[src/rtl/morse_tx_sequencer.sv]
// morse_tx_sequencer: PS/2 set-2 make codes -> queued Morse keying with unit-based timing
// Optional feature: define MORSE_TX_DIGITS_EN to map the number-row keys to digit patterns
module morse_tx_sequencer #(
    parameter int UNIT_CYCLES = 1200000,
    parameter int FIFO_DEPTH  = 4
) (
    input  logic       clk,
    input  logic       rst_n,
    input  logic [7:0] ps2_received_data,
    input  logic       ps2_received_data_strb,
    output logic       dit_out,
    output logic       dah_out,
    output logic       morse_code_out,
    output logic       busy,
    output logic       overflow,
    output logic       unsupported
);
    localparam int UW = $clog2(UNIT_CYCLES);
    localparam int PW = $clog2(FIFO_DEPTH);
    localparam logic [UW-1:0] UNIT_MAX = UW'(UNIT_CYCLES - 1);
    localparam logic [PW:0]   FULL_CNT = (PW+1)'(FIFO_DEPTH);

    typedef enum logic [2:0] {IDLE, LOAD, MARK, SPACE, CHAR_GAP, WORD_GAP} state_t;

    state_t        state;
    logic          skip;
    logic [7:0]    mem [FIFO_DEPTH];
    logic [PW-1:0] wr_ptr;
    logic [PW-1:0] rd_ptr;
    logic [PW:0]   count;
    logic [PW:0]   count_nxt;
    logic [UW-1:0] unit_cnt;
    logic [1:0]    elem_cnt;
    logic [2:0]    rem;
    logic [4:0]    bits;
    logic [8:0]    rom;
    logic          is_prefix;
    logic          is_char;
    logic          accept;
    logic          push;
    logic          pop;
    logic          full;
    logic          unit_done;
    logic          fsm_idle_nxt;

    // Pattern ROM: {valid, length, elements MSB first (1 = dah)}; length 0 is the word-gap token
    always_comb begin
        rom = 9'h000;
        case (ps2_received_data)
            8'h1C: rom = {1'b1, 3'd2, 5'b01000};
            8'h32: rom = {1'b1, 3'd4, 5'b10000};
            8'h21: rom = {1'b1, 3'd4, 5'b10100};
            8'h23: rom = {1'b1, 3'd3, 5'b10000};
            8'h24: rom = {1'b1, 3'd1, 5'b00000};
            8'h2B: rom = {1'b1, 3'd4, 5'b00100};
            8'h34: rom = {1'b1, 3'd3, 5'b11000};
            8'h33: rom = {1'b1, 3'd4, 5'b00000};
            8'h43: rom = {1'b1, 3'd2, 5'b00000};
            8'h3B: rom = {1'b1, 3'd4, 5'b01110};
            8'h42: rom = {1'b1, 3'd3, 5'b10100};
            8'h4B: rom = {1'b1, 3'd4, 5'b01000};
            8'h3A: rom = {1'b1, 3'd2, 5'b11000};
            8'h31: rom = {1'b1, 3'd2, 5'b10000};
            8'h44: rom = {1'b1, 3'd3, 5'b11100};
            8'h4D: rom = {1'b1, 3'd4, 5'b01100};
            8'h15: rom = {1'b1, 3'd4, 5'b11010};
            8'h2D: rom = {1'b1, 3'd3, 5'b01000};
            8'h1B: rom = {1'b1, 3'd3, 5'b00000};
            8'h2C: rom = {1'b1, 3'd1, 5'b10000};
            8'h3C: rom = {1'b1, 3'd3, 5'b00100};
            8'h2A: rom = {1'b1, 3'd4, 5'b00010};
            8'h1D: rom = {1'b1, 3'd3, 5'b01100};
            8'h22: rom = {1'b1, 3'd4, 5'b10010};
            8'h35: rom = {1'b1, 3'd4, 5'b10110};
            8'h1A: rom = {1'b1, 3'd4, 5'b11000};
            8'h29: rom = {1'b1, 3'd0, 5'b00000};
`ifdef MORSE_TX_DIGITS_EN
            8'h45: rom = {1'b1, 3'd5, 5'b11111};
            8'h16: rom = {1'b1, 3'd5, 5'b01111};
            8'h1E: rom = {1'b1, 3'd5, 5'b00111};
            8'h26: rom = {1'b1, 3'd5, 5'b00011};
            8'h25: rom = {1'b1, 3'd5, 5'b00001};
            8'h2E: rom = {1'b1, 3'd5, 5'b00000};
            8'h36: rom = {1'b1, 3'd5, 5'b10000};
            8'h3D: rom = {1'b1, 3'd5, 5'b11000};
            8'h3E: rom = {1'b1, 3'd5, 5'b11100};
            8'h46: rom = {1'b1, 3'd5, 5'b11110};
`endif
            default: rom = 9'h000;
        endcase
    end

    // Strobe qualification, FIFO handshakes and the FSM's next-idle condition for busy
    always_comb begin
        is_prefix    = (ps2_received_data == 8'hF0) || (ps2_received_data == 8'hE0);
        is_char      = ps2_received_data_strb && !is_prefix && !skip;
        accept       = is_char && rom[8];
        full         = (count == FULL_CNT);
        push         = accept && !full;
        pop          = (state == IDLE) && (count != '0);
        count_nxt    = count + {{PW{1'b0}}, push} - {{PW{1'b0}}, pop};
        unit_done    = (unit_cnt == '0) && (elem_cnt == 2'd0);
        fsm_idle_nxt = ((state == IDLE) && (count == '0)) ||
                       (((state == CHAR_GAP) || (state == WORD_GAP)) && unit_done);
    end

    // Prefix filter, FIFO pointers/count and the registered status pulses
    always_ff @(posedge clk or negedge rst_n) begin
        if (!rst_n) begin
            skip        <= 1'b0;
            wr_ptr      <= '0;
            rd_ptr      <= '0;
            count       <= '0;
            busy        <= 1'b0;
            overflow    <= 1'b0;
            unsupported <= 1'b0;
        end else begin
            if (ps2_received_data_strb) skip <= is_prefix;
            wr_ptr      <= wr_ptr + {{(PW-1){1'b0}}, push};
            rd_ptr      <= rd_ptr + {{(PW-1){1'b0}}, pop};
            count       <= count_nxt;
            busy        <= (count_nxt != '0) || !fsm_idle_nxt;
            overflow    <= accept && full;
            unsupported <= is_char && !rom[8];
        end
    end

    // FIFO storage holds {length, elements}; no reset needed since count gates every read
    always_ff @(posedge clk) begin
        if (push) mem[wr_ptr] <= rom[7:0];
    end

    // Element and gap timing FSM; key outputs are registered with the state they belong to
    always_ff @(posedge clk or negedge rst_n) begin
        if (!rst_n) begin
            state          <= IDLE;
            unit_cnt       <= '0;
            elem_cnt       <= 2'd0;
            rem            <= 3'd0;
            bits           <= 5'd0;
            dit_out        <= 1'b0;
            dah_out        <= 1'b0;
            morse_code_out <= 1'b0;
        end else begin
            case (state)
                IDLE: begin
                    if (pop) begin
                        state <= LOAD;
                        rem   <= mem[rd_ptr][7:5];
                        bits  <= mem[rd_ptr][4:0];
                    end
                end
                LOAD: begin
                    unit_cnt <= UNIT_MAX;
                    if (rem == 3'd0) begin
                        state    <= WORD_GAP;
                        elem_cnt <= 2'd3;
                    end else begin
                        state          <= MARK;
                        rem            <= rem - 3'd1;
                        elem_cnt       <= bits[4] ? 2'd2 : 2'd0;
                        dit_out        <= ~bits[4];
                        dah_out        <= bits[4];
                        morse_code_out <= 1'b1;
                    end
                end
                default: begin
                    if (!unit_done) begin
                        unit_cnt <= (unit_cnt == '0) ? UNIT_MAX : unit_cnt - 1'b1;
                        elem_cnt <= (unit_cnt == '0) ? elem_cnt - 2'd1 : elem_cnt;
                    end else if (state == MARK) begin
                        state          <= (rem == 3'd0) ? CHAR_GAP : SPACE;
                        unit_cnt       <= UNIT_MAX;
                        elem_cnt       <= (rem == 3'd0) ? 2'd2 : 2'd0;
                        bits           <= {bits[3:0], 1'b0};
                        dit_out        <= 1'b0;
                        dah_out        <= 1'b0;
                        morse_code_out <= 1'b0;
                    end else if (state == SPACE) begin
                        state          <= MARK;
                        rem            <= rem - 3'd1;
                        unit_cnt       <= UNIT_MAX;
                        elem_cnt       <= bits[4] ? 2'd2 : 2'd0;
                        dit_out        <= ~bits[4];
                        dah_out        <= bits[4];
                        morse_code_out <= 1'b1;
                    end else begin
                        state <= IDLE;
                    end
                end
            endcase
        end
    end
endmodule

[config.mk]
export PLATFORM = sky130hd
export DESIGN_NAME = morse_tx_sequencer
export DESIGN_NICKNAME = d
export VERILOG_FILES = /design/src/rtl/morse_tx_sequencer.sv
export SDC_FILE = /design/constraint.sdc
export NUM_CORES = 1
export LEC_CHECK = 0
export CAP_MARGIN = 20
export CORE_MARGIN = 2
export CORE_UTILIZATION = 40
export DETAILED_ROUTE_END_ITERATION = 7
export SETUP_SLACK_MARGIN = 0.05
export SYNTH_ARGS = -nofsm -noshare
export SYNTH_HDL_FRONTEND = slang
export SYNTH_SLANG_ARGS = --single-unit
[constraint.sdc]
create_clock -name clk -period 3.7 [get_ports clk]
set_clock_uncertainty 0.1 [all_clocks]
set_input_delay 0.74 -clock clk [delete_from_list [all_inputs] [get_ports clk]]
set_output_delay 0.74 -clock clk [all_outputs]
set_load 0.01 [all_outputs]
# Word-level counts from Yosys, hierarchy flattened
# Memories as Yosys holds them, arrays and structs flattened.
# Cells that the tools add are included.
# word_totals
memories	2
register_bits	48
ram_bits	32
mem_bits_ro	1024
# classes
n_reduce_logical	39
bitwise_logic	3
add_sub_neg	7
n_eq_ne	12
muxes	48
# memory_table
memory	depth	width	read_ports	rd_ports_with_merged_regs	write_ports	line_no	source
(name not given)	128	8	1	0	0	49	case (ps2_received_data)
mem	4	8	1	0	1	27	logic [7:0] mem [FIFO_DEPTH];
# ops
cell	n
2-to-1 mux 21 bit	4
case mux 21 bit (2 select lines)	1
2-to-1 mux 3 bit	10
zero test 21 bit	1
subtractor 21 x 1 -> 21 bit (second input constant)	1
nonzero test 3 bit	6
equality test 8 bit (second input constant)	2
2-to-1 mux 2 bit	8
2-to-1 mux 5 bit	3
2-to-1 mux 1 bit	14
case mux 3 bit (2 select lines)	2
logical AND 1 bit	10
case mux 5 bit (2 select lines)	1
equality test 3 bit (second input constant)	3
zero test 3 bit	3
2-to-1 mux 9 bit	1
AND reduction 4 bit	2
equality test 3 x 2 -> 1 bit (second input constant)	2
case mux 1 bit (2 select lines)	3
nonzero test 2 bit	3
zero test 1 bit	5
AND reduction 5 bit	1
adder 2 x 1 -> 2 bit	2
logical OR 1 bit	4
13 further kinds	17

# Longest topological paths before layout
# Gate-level depths: netlist of the first run.
# logic_depth
depth_word	11
mapped_depth	15
ltp_nobuf	15

# Worst setup path before layout of the first run
# No wires, ideal clock.
# synth_timing
path_kind	input -> register
from	input ps2_received_data[1]
to	register busy
setup_time_ns	0.139
t_arrival_ns	3.871
cell_stages	15
path_slack_ns	-0.409
path_buffers	0
cell_sequence	inv_1 > ha_1 > nand4b_1 > nor2_1 > or3b_2 > or3_1 > or2_2 > ha_1 > inv_1 > ha_1 > inv_1 > fa_1 > xnor2_1 > xnor2_1 > or4b_1
# synth_between
elab_chain_cells	11
# synth_rtl
element	line_no	source
start: declaration	9	input logic [7:0] ps2_received_data,
branches (longest 5 deep; another with memory (128 x 8 bit))	-	
logical AND 1 bit *	97	accept = is_char && rom[8];
logical AND 1 bit *	99	push = accept && !full;
adder 3 x 1 -> 3 bit *	101	count_nxt = count + {{PW{1'b0}}, push} - {{PW{1'b0}}, pop};
subtractor 3 x 1 -> 3 bit *	101	
net count_nxt[2]	31	logic [PW:0] count_nxt;
nonzero test 3 bit *	122	busy <= (count_nxt != '0) || !fsm_idle_nxt;
logical OR 1 bit *	122	
end signal: assignment	122	
end: declaration	14	output logic busy,
# Mark *: on every way through the listed nets, which the timed path passes.
# A chain may end at the register's enable or synchronous reset.

# Worst setup path after layout of the first run
# layout_timing
from	input ps2_received_data[0]
to	register busy
# The elaborated chain is that of the path after synthesis.

==> flow_summary.yaml, run 1 <==
logic_synthesis:
  synth_cell_types: 68
  syn_nets: 464
  synth_edf_count: 28
  syn_area_mm2: 0.00448
  ys.flop_type: "dfrtp_1"
  synth.most_common_cell: "dfrtp_1"
  synth.avg_cell_area_um2: 10.3
  ys_top_cells_by_area: "dfrtp_1 26%, edfxtp_1 19%, ha_1 4.5%"
  synth_cells: 436
  yosysSeqAreaShare_pct: 45.0
  synth_common_cells: "47 x dfrtp_1, 35 x nand2_1, 28 x edfxtp_1"
  async_flop_share_pct: 62.7
  yosysTopAreaCell: "dfrtp_1"
  yosysTopAreaCellShare_pct: 26.2
  synth_seq_cells: 75
  yosys_warnings: 0
die:
  design.core.area_mm2: 0.0109
  die_width_um: 110
  start_util_pct: 41.2
  dieArea_mm2: 0.0121
  num_io_pins: 17
  row_count: 38
  die_h_um: 110
route:
  drc_errors: 0
  num_vias: 3658
  firstDrtPassIters: 4
  vias_per_cell: 5.81
  detail_route.wl_per_cell_um: 16.9
  drt_iter0_markers: 228
  drtAntennaViolNets: 0
  drt-total-wl_mm: 10.6
timing:
  finalHoldViolations: 0
  min_period_over_period_pct: 99.8
  maxSlewViolCount: 0
  tightest_slew_ns: 0.726
  maxSlewHeadroom_pct: 51.4
  setup_viol: 0
  period_needed_ns: 3.69
  grt_setup_unrepaired: "true"
  max_freq_mhz: 271
worst_setup_path:
  crit_fanout: 2
  arrival_ns: 3.82
  worstPathRequired_ns: 3.82
  crit_path_end_kind: "flip-flop"
  timing.rr.start: "skip"
  critPathLaunchType: "input pin"
  slowest_delay_ns: 0.46
  worst-path-buf-inv: 4
  crit_type: "input pin to flip-flop"
  crit_family: "simple AND/OR/NAND/NOR gates"
  reg2reg_slack_ns: 0.50
  critPathSlowestCell: "or4b_1"
  rr_worst_depth: 11
  r2r_end: "busy"
  crit_chain: "clkdlybuf4s15_2 -> inv_2 -> ha_4 -> nand4b_1 -> nor2_2 -> or3b_4 -> or3_4 -> or2_4 -> ha_4 -> inv_1 -> ha_1 -> inv_2 -> fa_2 -> xnor2_2 -> xnor2_2 -> or4b_1"
finish:
  final_util_pct: 49.3
  nets: 513
  layout-drive-gt1-share_pct: 23.1
  diodes: 0
  syn2layout_area_growth_pct: 19.6
global_route:
  grt_max_degree: 48
  grt_pass1_wl_mm: 18.0
  grt.total_usage_pct: 19.2
  first_global_vias: 3595
  antenna_found_initial: 0
  grt_overflow: 0
placement:
  gp_congestion: 0.836
  port_buffers: 16
  dpl.hpwl_mm: 7.63
clocking:
  cts_root_buf: "clkbuf_8"
  cts.sinks: 75
  h-tree-depth: 3
  cts_hold_buf: 0
  clk_pin_slew_worst_paths_ns: 0.09
  cts_tree: "yes"
  clkLatencyLatePin_ns: 0.36
  cts_buffers: 9
  clockBufferDepth: 2
pwr:
  power.density_mw_per_mm2: 553
  power.internal_mw: 1.90
  power_frac_clock_pct: 22.6
  power.total_mw: 2.97
  seqPwrFrac_pct: 45.1
  peakVddDrop_mv: 0.253
  p_switching_mw: 1.07
  p_leak_nw: 2.07
  sw_frac_of_total_pct: 36.0
  combPwrFrac_pct: 32.3
job:
  drv_cap: 0
outcome:
  status: "complete, no violations"
worst_hold_path:
  hold_class: "input pin to asynchronous set/reset pin"
## final cells by class
type / count / area, µm²
fillers: 1016 / 5520
multi-input cells: 318 / 2380
flip-flops and latches: 75 / 2020
repair buffers: 63 / 517
well taps: 140 / 175
clock buffers: 9 / 124
clock inverters: 7 / 83.8
inverters: 18 / 71.3
## routing by layer
layer | up-vias | track usage, % | wire length, µm | part of all wire (%)
met2 | 80 | 31.5 | 5180 | 49
met4 | 0 | 6.96 | 174 | 1.6
li1 | 1773 | - | - | -
met1 | 1791 | 25.2 | 4840 | 46
met3 | 14 | 3.38 | 430 | 4.0
met5 | - | 0 | 0 | 0
## worst max-delay path by stage
stage,from,to,slack (ns),cells past startpoint
after floorplan,ps2_received_data[1],busy,-0.27,15
after global placement,ps2_received_data[1],busy,-0.82,16
after detailed placement,ps2_received_data[1],busy,-0.85,16
after CTS,ps2_received_data[0],busy,0.03,16
after global routing,ps2_received_data[0],busy,-0.1,16
final,ps2_received_data[0],busy,0.006,16
## placed cells by master, fill, tap and decap left out, types with 4 or more instances in the layout
| cell | instances |
|---|---|
| a22o_1 | 5 |
| dfrtp_1 | 47 |
| nor3_1 | 15 |
| mux4_2 | 7 |
| o211ai_1 | 13 |
| inv_1 | 15 |
| or3_1 | 5 |
| nor4_1 | 8 |
| nor2_1 | 23 |
| nand3_1 | 11 |
| nand4_1 | 9 |
| nor2b_1 | 5 |
| nor4b_1 | 4 |
| edfxtp_1 | 28 |
| ha_1 | 13 |
| a21oi_1 | 23 |
| nand2b_1 | 5 |
| mux2_2 | 9 |
| o22a_1 | 6 |
| nor3_2 | 6 |
| a31oi_1 | 9 |
| buf_4 | 46 |
| nand3b_1 | 5 |
| clkdlybuf4s50_1 | 8 |
| a211oi_1 | 8 |
| o21ai_0 | 20 |
| o211a_1 | 4 |
| clkbuf_8 | 9 |
| nand2_1 | 35 |
| dlygate4sd2_1 | 5 |
| mux2i_1 | 5 |
## registers in the layout, summed over array words and instances (netlist names), 2 cells and up
name and flops:
elem_cnt 2, wr_ptr 2, count 3, mem 28
state 3, rd_ptr 2, unit_cnt 21, bits 4
rem 3
## kinds of logic (layout without fill, tap and decap cells)
kind of cell / Yosys count / in the layout / share of synthesized area [%]
compound gates: 121 / 121 / 18.6
xor+xnor: 5 / 5 / 0.977
fa+ha+maj: 17 / 17 / 4.91
buf+inv: 43 / 97 / 3.91
flops: 75 / 75 / 45.0
mux: 21 / 21 / 6.89
simple gates: 154 / 154 / 19.7
## per-stage QoR
stage / hold slack [ns] / instance area [µm²] / setup slack (ns) / instances / setup TNS, ns
after floorplan: 0.344 / 4520 / -0.273 / 436 / -0.273
after global placement: 0.389 / 5080 / -0.825 / 612 / -1.45
after detailed placement: 0.390 / 5080 / -0.845 / 612 / -1.52
after CTS: 0.416 / 5300 / 0.0297 / 628 / 0
after global routing: 0.179 / 5360 / -0.0980 / 630 / -0.0980
final: 0.167 / 5360 / 0.00593 / 630 / 0
## power groups by stage
stage	Sequential (mW)	Clock, mW	Combinational (mW)
finish	1.34	0.671	0.957
CTS	1.34	0.691	0.944
detailed placement	1.35	0	0.941
global placement	1.34	0	0.913
floorplan	1.27	0	0.707
global route	1.38	0.732	1.08
## what timing repair did
item | in CTS | in global routing
gates resized for setup | 16 | 7
pin swaps | 1 | 4
setup buffers | 0 | 1
endpoints found under the setup margin | 2 | 1
Note: power is estimated with default switching activity, not from simulation.
==> run 2: changes to the inputs <==
--- a/config.mk
+++ b/config.mk
@@ -10,6 +10,7 @@
 export CORE_UTILIZATION = 40
 export DETAILED_ROUTE_END_ITERATION = 7
 export SETUP_SLACK_MARGIN = 0.05
+export SKIP_CTS_REPAIR_TIMING = 1
 export SYNTH_ARGS = -nofsm -noshare
 export SYNTH_HDL_FRONTEND = slang
 export SYNTH_SLANG_ARGS = --single-unit
==> flow_summary.yaml, run 2 (synthesized netlist as in run 1, its figures left out) <==
finish:
  layout-drive-gt1-share_pct: 22.9
  syn2layout_area_growth_pct: 20.3
  top_regs: "mem x28, unit_cnt x21, bits x4"
  diodes: 0
  multiInputGateArea_mm2: 0.00238
  fillers: 1010
  top_register: "mem"
  final_util_pct: 49.5
  final_common_cell: "dfrtp_1"
  final_cells: 630
  seq_area_mm2: 0.00202
  largest_reg_flops: 28
  nets: 513
  layout_common_cells: "47 x dfrtp_1, 44 x buf_4, 35 x nand2_1, 28 x edfxtp_1"
route:
  vias_per_cell: 5.85
  drt-total-wl_mm: 10.7
  drc_errors: 0
  drtAntennaViolNets: 0
  detail_route.wl_per_cell_um: 17.0
  drt_iter0_markers: 189
  num_vias: 3683
  firstDrtPassIters: 4
clocking:
  h-tree-depth: 3
  cts.sinks: 75
  clockBufferDepth: 2
  clkLatencyLatePin_ns: 0.35
  cts_tree: "yes"
  cts_buffers: 9
  cts_root_buf: "clkbuf_8"
  clk_pin_slew_worst_paths_ns: 0.09
worst_hold_path:
  hold_class: "input pin to asynchronous set/reset pin"
timing:
  min_period_over_period_pct: 98.5
  grt_setup_unrepaired: "true"
  maxSlewViolCount: 0
  finalHoldViolations: 0
  setup_viol: 0
  maxSlewHeadroom_pct: 51.2
  period_needed_ns: 3.64
  tightest_slew_ns: 0.728
  max_freq_mhz: 274
global_route:
  grt_max_degree: 48
  grt_pass1_wl_mm: 17.9
  first_global_vias: 3602
  antenna_found_initial: 0
  grt.total_usage_pct: 19.1
  grt_overflow: 0
die:
  die_h_um: 110
  dieArea_mm2: 0.0121
  design.core.area_mm2: 0.0109
  num_io_pins: 17
  die_width_um: 110
  row_count: 38
  start_util_pct: 41.2
worst_setup_path:
  critPathLaunchType: "input pin"
  crit_path_end_kind: "flip-flop"
  crit_fanout: 2
  reg2reg_slack_ns: 0.54
  crit_type: "input pin to flip-flop"
  arrival_ns: 3.76
  worstPathRequired_ns: 3.82
pwr:
  peakVddDrop_mv: 0.253
  power.density_mw_per_mm2: 550
  power.total_mw: 2.97
  p_leak_nw: 2.12
placement:
  port_buffers: 16
  dpl.hpwl_mm: 7.63
  placed_cells: 612
  gp_congestion: 0.836
outcome:
  status: "complete, no violations"
job:
  drv_cap: 0
run 2: per-stage QoR:
stage / hold slack (ns) / TNS, ns / setup WS, ns / area (µm²)
finish: 0.167 / 0 / 0.0568 / 5390
global route: 0.179 / -0.0475 / -0.0475 / 5390
CTS: 0.416 / -0.457 / -0.457 / 5290
detailed placement: 0.390 / -1.52 / -0.845 / 5080
global placement: 0.389 / -1.45 / -0.825 / 5080
floorplan: 0.344 / -0.273 / -0.273 / 4520
run 2: where the power goes:
group	leakage (nW)	total, mW	switching (mW)	internal (mW)
Clock	0.103	0.669	0.345	0.325
Combinational	1.20	0.959	0.462	0.497
Sequential	0.824	1.34	0.259	1.08
Total	2.12	2.97	1.07	1.90
run 2: cell type report:
cell class,count,area share (%)
flip-flops and latches,75,37.4
clock inverters,7,1.55
clock buffers,9,2.30
inverters,18,1.32
well taps,140,3.25
multi-input cells,318,44.1
repair buffers,63,10.1
run 2: path summary, 6_finish.rpt:
kind                                 startpoint           to  cells after the start
max                        ps2_received_data[1]         busy                     16
max in group asynchronous                 rst_n    wr_ptr[1]                      2
max reg2reg                                skip         busy                     11
min                                       rst_n  unit_cnt[6]                      1
min in group clk                        bits[1]      bits[1]                      1
min reg2reg                             bits[1]      bits[1]                      1
run 2: metal layers:
layer  part of all wire [%]  up-vias  GRT usage (%)
met2                     50       79           31.6
met4                    1.4        0           6.96
met1                     45     1819           25.1
met5                      0        -              0
li1                       -     1773              -
met3                    4.0       12           3.38
run 2: critical path: stages:
cell and delay (ns):
buf_4 0.10, clkinvlp_4 0.10, ha_4 0.17, nand4b_1 0.10, nor2_2 0.05, or3b_4 0.37
or3_4 0.39, or2_4 0.24, ha_4 0.21, inv_2 0.04, ha_1 0.12, inv_1 0.05
fa_2 0.35, xnor2_2 0.16, xnor2_2 0.14, or4b_1 0.46
==> run 3: changes to the inputs <==
--- a/config.mk
+++ b/config.mk
@@ -9,6 +9,7 @@
 export CORE_MARGIN = 2
 export CORE_UTILIZATION = 40
 export DETAILED_ROUTE_END_ITERATION = 7
+export RECOVER_POWER = 25
 export SETUP_SLACK_MARGIN = 0.05
 export SKIP_CTS_REPAIR_TIMING = 1
 export SYNTH_ARGS = -nofsm -noshare
==> constraint.sdc (replaced) <==
create_clock -name clk -period 4.6 [get_ports clk]
set_clock_uncertainty 0.1 [all_clocks]
set_input_delay 0.92 -clock clk [delete_from_list [all_inputs] [get_ports clk]]
set_output_delay 0.92 -clock clk [all_outputs]
set_load 0.01 [all_outputs]
==> flow_summary.yaml, run 3 (synthesized netlist as in run 1, its figures left out) <==
global_route:
  grt_pass1_wl_mm: 17.6
  gr-usage-met1_pct: 25.0
  grt_overflow: 0
  first_global_vias: 3405
  grt_max_degree: 48
  grt.total_usage_pct: 19.0
  grtUsageMet2_pct: 31.9
  grt_most_used_layer: "met2"
  met3_usage_pct: 3.79
  antenna_found_initial: 0
worst_setup_path:
  r2r_end: "busy"
  crit_type: "input pin to flip-flop"
  reg2reg_slack_ns: 1.33
  critPathLaunchType: "input pin"
  timing.rr.start: "skip"
  worstPathRequired_ns: 4.73
  crit_path_end_kind: "flip-flop"
  crit_chain: "clkdlybuf4s50_1 -> inv_1 -> ha_1 -> nand4b_1 -> nor2_1 -> or3b_2 -> or3_1 -> or2_2 -> ha_1 -> inv_1 -> ha_1 -> inv_1 -> fa_2 -> xnor2_2 -> xnor2_1 -> or4b_1"
  crit_fanout: 2
  slowest_delay_ns: 0.48
  critPathSlowestCell: "clkdlybuf4s50_1"
  rr_worst_depth: 11
  arrival_ns: 4.49
finish:
  layout-drive-gt1-share_pct: 17.8
  final_cells: 617
  top_regs: "mem x28, unit_cnt x21, bits x4"
  final_cell_area_mm2: 0.00518
  layout_common_cells: "47 x dfrtp_1, 35 x nand2_1, 33 x buf_4, 28 x edfxtp_1, 24 x nor2_1"
  final_util_pct: 47.6
  top_register: "mem"
  largest_reg_flops: 28
  syn2layout_area_growth_pct: 15.7
  diodes: 0
  nets: 500
  final_common_cell: "dfrtp_1"
clocking:
  clk_pin_slew_worst_paths_ns: 0.08
  h-tree-depth: 3
  cts_root_buf: "clkbuf_8"
  cts_buffers: 9
  clockBufferDepth: 2
  cts.sinks: 75
  cts_tree: "yes"
  clkLatencyLatePin_ns: 0.37
worst_hold_path:
  hold_class: "flip-flop to flip-flop"
  hold_start: "skip"
  hold_path_depth: 1
  hold_end: "skip"
timing:
  max_freq_mhz: 229
  period_needed_ns: 4.36
  maxSlewHeadroom_pct: -74.1
  min_period_over_period_pct: 94.8
  tightest_slew_ns: 2.61
  whs_ns: 0.405
  grt_setup_unrepaired: "false"
  maxSlewViolCount: 48
  tns_ns: 0
  setup_viol: 0
  finalHoldViolations: 0
  fin_ws_ns: 0.240
route:
  num_vias: 3605
  vias_per_cell: 5.84
  drc_errors: 0
  firstDrtPassIters: 4
  drt-total-wl_mm: 10.6
  detail_route.wl_per_cell_um: 17.2
  drtAntennaViolNets: 0
  drt_iter0_markers: 263
die:
  row_count: 38
  start_util_pct: 41.2
  die_h_um: 110
  die_width_um: 110
  num_io_pins: 17
  design.core.area_mm2: 0.0109
  dieArea_mm2: 0.0121
placement:
  placed_cell_area_mm2: 0.00496
  placed_cells: 601
  port_buffers: 16
  gp_congestion: 0.881
  pre_cts_ws_ns: -0.199
  dpl.hpwl_mm: 7.41
pwr:
  power.total_mw: 2.36
  power.density_mw_per_mm2: 456
  p_leak_nw: 1.99
  peakVddDrop_mv: 0.213
job:
  drv_cap: 1
outcome:
  status: "finished, violations left"
  violations: "capacitance limit, slew limit"
run 3: metal layers:
layer / wire length [µm] / part of all wire, % / vias up
met2: 5250 / 50 / 75
met5: 0 / 0 / -
met3: 390 / 3.7 / 13
met1: 4810 / 45 / 1764
met4: 135 / 1.3 / 0
li1: - / - / 1753
run 3: worst max path at each step:
stage                               from  endpoint  slack, ns  depth (start not counted)
finish              ps2_received_data[0]      busy       0.24                         16
CTS                 ps2_received_data[0]      busy       0.18                         16
detailed placement  ps2_received_data[0]      busy      -0.20                         16
floorplan           ps2_received_data[1]      busy       0.31                         15
global placement    ps2_received_data[0]      busy      -0.09                         16
global route        ps2_received_data[0]      busy       0.08                         16
run 3: critical path, delay by kind of cell:
kind / cells / cell delay [ns]
xor gates and xnor gates: 2 / 0.29
adders and majority gates: 4 / 0.97
buffers and inverters: 4 / 0.66
and+or+nand+nor: 6 / 1.66
run 3: layout make-up:
cell class	count	area (µm²)
Multi-Input combinational cell	318	2300
Fill cell	1006	5700
Clock inverter	7	93.8
Tap cell	140	175
Sequential cell	75	2020
Clock buffer	9	124
Inverter	18	67.6
Timing Repair Buffer	50	407
run 3: where the power goes:
group	internal [mW]	switching [mW]	total, mW
Clock	0.265	0.296	0.562
Sequential	0.868	0.233	1.10
Combinational	0.367	0.335	0.702
